[src/rtl/beep.sv]
// Buzzer driver: level-dependent tone pitch gated by a level-dependent on/off cadence.
// Define BEEP_OUT_ACTIVE_LOW_EN to invert beep_out for active-low buzzer hardware.
//
// gate phase | meaning
// GATE_ON    | tone passes to beep_out
// GATE_OFF   | output silent, tone counter keeps running
module beep #(
  parameter int TONE_HALF_BASE = 12500,
  parameter int CADENCE_CYCLES = 12500000
) (
  input  logic       clk,
  input  logic       rst_n,
  input  logic       beep_en,
  input  logic [2:0] state,
  output logic       beep_out
);

  localparam int HALF_MAX = TONE_HALF_BASE * 8;
  localparam int TW = ($clog2(HALF_MAX + 1) > 20) ? $clog2(HALF_MAX + 1) : 20;
  localparam int GW = $clog2(CADENCE_CYCLES + 1);

`ifdef BEEP_OUT_ACTIVE_LOW_EN
  localparam logic IDLE_LEVEL = 1'b1;
`else
  localparam logic IDLE_LEVEL = 1'b0;
`endif

  typedef enum logic {GATE_ON = 1'b0, GATE_OFF = 1'b1} gate_t;

  gate_t         gate_ph, gate_ph_nx;
  logic [TW-1:0] tone_cnt, tone_cnt_nx;
  logic [GW-1:0] gate_cnt, gate_cnt_nx;
  logic          tone_ph, tone_ph_nx;
  logic [2:0]    prev_state, prev_state_nx;
  logic          beep_nx;

  logic          active;
  logic [3:0]    half_mul;
  logic [TW-1:0] half;
  logic [GW-1:0] gate_len;

  assign active   = beep_en && (state != 3'd0);
  assign half_mul = 4'd8 - {1'b0, state};
  assign half     = TW'(TONE_HALF_BASE) * TW'(half_mul);

  always_comb begin
    gate_len = GW'(CADENCE_CYCLES);
    if (state >= 3'd4)
      gate_len = GW'(CADENCE_CYCLES / 2);
  end

  always_ff @(posedge clk or negedge rst_n) begin
    if (!rst_n) begin
      tone_cnt   <= '0;
      tone_ph    <= 1'b0;
      gate_cnt   <= '0;
      gate_ph    <= GATE_ON;
      prev_state <= 3'd0;
      beep_out   <= IDLE_LEVEL;
    end else begin
      tone_cnt   <= tone_cnt_nx;
      tone_ph    <= tone_ph_nx;
      gate_cnt   <= gate_cnt_nx;
      gate_ph    <= gate_ph_nx;
      prev_state <= prev_state_nx;
      beep_out   <= beep_nx;
    end
  end

  // prev_state is forced to 0 while inactive, so the first active cycle is
  // detected by the same state-change compare that handles mid-tone restarts.
  always_comb begin
    tone_cnt_nx   = tone_cnt;
    tone_ph_nx    = tone_ph;
    gate_cnt_nx   = gate_cnt;
    gate_ph_nx    = gate_ph;
    prev_state_nx = prev_state;
    if (!active) begin
      tone_cnt_nx   = '0;
      tone_ph_nx    = 1'b0;
      gate_cnt_nx   = '0;
      gate_ph_nx    = GATE_ON;
      prev_state_nx = 3'd0;
    end else if (state != prev_state) begin
      tone_cnt_nx   = '0;
      tone_ph_nx    = 1'b1;
      gate_cnt_nx   = '0;
      gate_ph_nx    = GATE_ON;
      prev_state_nx = state;
    end else begin
      if (tone_cnt >= half - TW'(1)) begin
        tone_cnt_nx = '0;
        tone_ph_nx  = ~tone_ph;
      end else begin
        tone_cnt_nx = tone_cnt + TW'(1);
      end
      if (state == 3'd7) begin
        gate_cnt_nx = '0;
        gate_ph_nx  = GATE_ON;
      end else if (gate_cnt >= gate_len - GW'(1)) begin
        gate_cnt_nx = '0;
        gate_ph_nx  = (gate_ph == GATE_ON) ? GATE_OFF : GATE_ON;
      end else begin
        gate_cnt_nx = gate_cnt + GW'(1);
      end
    end
    beep_nx = (tone_ph_nx && (gate_ph_nx == GATE_ON) && active) ^ IDLE_LEVEL;
  end

endmodule

[config.mk]
export PLATFORM = sky130hd
export DESIGN_NAME = beep
export DESIGN_NICKNAME = d
export VERILOG_FILES = /design/src/rtl/beep.sv
export SDC_FILE = /design/constraint.sdc
export NUM_CORES = 1
export LEC_CHECK = 0
export ABC_AREA = 1
export CORE_UTILIZATION = 50
export CTS_CLUSTER_SIZE = 8
export DETAILED_ROUTE_END_ITERATION = 6
export DONT_BUFFER_PORTS = 1
export PLACE_DENSITY = 0.68
export RECOVER_POWER = 50
export REMOVE_ABC_BUFFERS = 1
export SYNTH_ARGS = -nofsm -noshare
export SYNTH_HDL_FRONTEND = slang
export SYNTH_SLANG_ARGS = --single-unit
[constraint.sdc]
create_clock -name clk -period 2.9 [get_ports clk]
set_input_delay 0.435 -clock clk [delete_from_list [all_inputs] [get_ports clk]]
set_output_delay 0.435 -clock clk [all_outputs]
set_load 0.02 [all_outputs]
==> impl_metrics.csv <==
group,metric,value,unit
setup_path,crit_type,"input pin to flip-flop",
place,gp_congestion,0.897,
timing,post-route-period-util,1.33,
detailed_routing,antenna_left,0,
clock_network,clockBufferDepth,2,
pwr,fin_total_pwr,1.82,mW
yosys,ys_types,36,
setup_path,crit_family,"simple AND/OR/NAND/NOR gates",
setup_path,worst-r2r-cell-count,10,
clock_network,cts_tree,"done",
timing,report.final.setup_viol,22,
yosys,yosysMostFrequentCell,"nand2_1",
timing,setup_ws,-0.968,ns
yosys,syn_area_per_cell,7.16,sq um
clock_network,clockRootBuffer,"clkbuf_8",
pwr,p_leak,2.64,nW
yosys,synth_top_cell_area_share,0.289,
setup_path,crit_start,"state[0]",
hold_path,hold_path_class,"input pin to flip-flop",
finish,antenna_cells,0,
detailed_routing,viasPerCell,5.19,
place,placed_cell_area,4810,sq um
yosys,synth_area_leader_cell,"dfrtp_1",
place,io_buffer_count,0,
setup_path,rr_startpoint,"tone_cnt[17]",
grt,grt_util_all_layers,0.239,
setup_path,crit_required,3.13,ns
yosys,yosysSeqAreaShare,0.289,
setup_path,critical-path-max-stage-delay,0.35,ns
die,core_area,8300,sq um
yosys,synth.cell_area,4340,sq um
yosys,synth_cells,606,
run_status,violations,"setup timing",
die,initial_utilization,0.523,
grt,grt_pass1_wl,17000,microns
yosys,synth_edf_count,0,
die,dieArea,9050,sq um
finish,layout-drive-gt1-share,0.271,
finish,design_area,5470,sq um
grt,antenna_found_initial,0,
grt,first_global_vias,3970,
run_status,outcome,"finished, violations left",
hold_path,whs_path_depth,2,
timing,finalClockSkew,0.00844,ns
detailed_routing,drt-total-wl,10300,microns
detailed_routing,vias,4048,
pwr,p_per_area,332,nW/um^2
yosys,ys_top_cells_by_count,"nand2_1, inv_1, nor2_1, dfrtp_1, ha_1",
setup_path,cp_num_buf_inv,4,
job,max-cap-violations,0,
place,dp_hpwl,7520,microns
timing,fin_setup_tns,-19.86,ns
setup_path,cp_common_cell,"nand2_1",
grt,overflow,0,
timing,hold_viol,0,
setup_path,critPathSlowestCell,"ha_4",
detailed_routing,wire_per_inst,13.2,microns
timing,slew_headroom,0.184,
detailed_routing,drcViolationCount,0,
finish,fillers,675,
finish,syn2layout_area_growth,26.1,%
die,dieHeight,95.1,microns
hold_path,min-delay-start,"state[2]",
die,rows,33,
timing,min_period,3.87,ns
detailed_routing,dr.pass1.iters,5,
clock_network,cts_buffers,5,
setup_path,reg2reg_to,"tone_cnt[2]",
yosys,synth-async-reset-ratio,1.00,
setup_path,startpoint_type,"input pin",
yosys,synth_ff_type,"dfrtp_1",
clock_network,cts.reportedPaths.clkPinSlew,0.09,ns
detailed_routing,drt_iter0_drc,172,
yosys,synth_area_leaders,"dfrtp_1, ha_1, nand2_1",
die,dieWidth,95.1,microns
die,ios,7,
setup_path,critPathMaxFanout,15,
timing,tightest_slew,1.22,ns
yosys,ys_seq_elements,50,
timing,slew_violations,0,
timing,rsz0062_at_grt,"true",
clock_network,clock_sinks,50,
timing,whs,0.238,ns
setup_path,cp_data_arrival_time,4.10,ns
timing,fmax,259,MHz
yosys,yosysWarningCount,0,
hold_path,min_to,"prev_state[2]",
setup_path,end_kind,"flip-flop",
clock_network,htree_levels,2,
setup_path,rrSetupSlack,0.97,ns
finish,fin_nets,730,
clock_network,clock_latency,0.31,ns
pwr,ir_drop,0.000250,V
grt,grt_max_degree,51,
layout make-up:
class	instances	area (sq um)	share of cell area
tap	105	131	0.0240
inverter	92	370	0.0677
timing repair buffer	65	495	0.0906
timing repair inverter	1	8.76	0.00160
clock inverter	2	13.8	0.00252
sequential	50	1250	0.229
multi-input combinational	460	3130	0.572
clock buffer	5	68.8	0.0126
worst reg2reg max path, stage by stage, from the launching register on:
cell and delay (ns):
dfrtp_1 0.44, ha_1 0.35, nand2_1 0.08, nand2_1 0.07, nand2_1 0.08, nand2_1 0.06, a21oi_2 0.19, nand3_4 0.13
nor2_4 0.17, clkinv_4 0.12, nor3b_2 0.16
per-layer routing:
layer	track usage	routed length, microns
met1	0.265	4470
met4	0.0947	233
met3	0.0335	241
met2	0.454	5380
met5	0	0
layout by cell type, fill, tap and decap left out, types with 3 or more instances in the layout:
cell type  instances
dfrtp_1           50
ha_1              32
ha_4              14
a21oi_2            3
inv_2             10
nor2_1            73
nand3_1           28
nor3b_2            3
o21ai_0           11
xnor2_1            9
nor3_2             4
nor2_2            15
inv_4              3
clkbuf_8           5
ha_2               3
nand3_2            9
nand2_1          130
inv_1             77
a21oi_1           18
xor2_1            22
nor3_1            18
nor2_4             8
buf_4             61
nand4_1           12
nand2_2           18
nand3_4            3
nand2_4            9
power breakdown:
| group | total (mW) | internal, mW | switching, mW | leakage (nW) |
|---|---|---|---|---|
| registers | 0.707 | 0.702 | 0.00503 | 0.692 |
| logic | 0.713 | 0.324 | 0.389 | 1.90 |
| clock network | 0.397 | 0.167 | 0.230 | 0.0444 |
per-stage QoR:
stage | instances | util | setup slack [ns]
final | 780 | 0.659 | -0.968
after detailed placement | 758 | 0.580 | -1.70
after CTS | 776 | 0.629 | -0.913
after global routing | 780 | 0.659 | -1.14
after floorplan | 602 | - | -1.39
after global placement | 758 | 0.580 | -1.55
registers in the layout (all words and copies together), names as in the netlist:
name / flops
tone_cnt: 20
gate_ph: 1
tone_ph: 1
gate_cnt: 24
prev_state: 3
beep_out: 1
how the worst max path moves through the flow:
stage,depth (start not counted),to,slack (ns)
5_1_grt,26,tone_cnt[3],-1.14
3_3_place_gp,27,tone_cnt[3],-1.55
3_5_place_dp,27,tone_cnt[2],-1.70
4_1_cts,27,tone_cnt[2],-0.91
6_report,26,tone_cnt[2],-0.97
2_1_floorplan,27,tone_cnt[2],-1.39
cells by family (layout without fill, tap and decap cells):
group                    after synthesis  after routing  synth area share
adder cells (fa/ha/maj)               49             49             0.141
XOR/XNOR                              34             34            0.0704
flip-flops                            50             50             0.289
AO/OA/AOI/OAI                         42             42            0.0542
AND/OR/NAND/NOR                      335            335             0.355
buffers and inverters                 96            165            0.0900
timing repair:
action | in CTS | in global routing
pin swaps | 32 | 38
buffers inserted | 8 | 4
hold endpoints to repair | 50 | 0
cloned | 1 | 0
hold buffers | 2 | 0
gates resized for setup | 44 | 55
setup endpoints to repair | 22 | 22
Power figures use the tool's default switching activity.
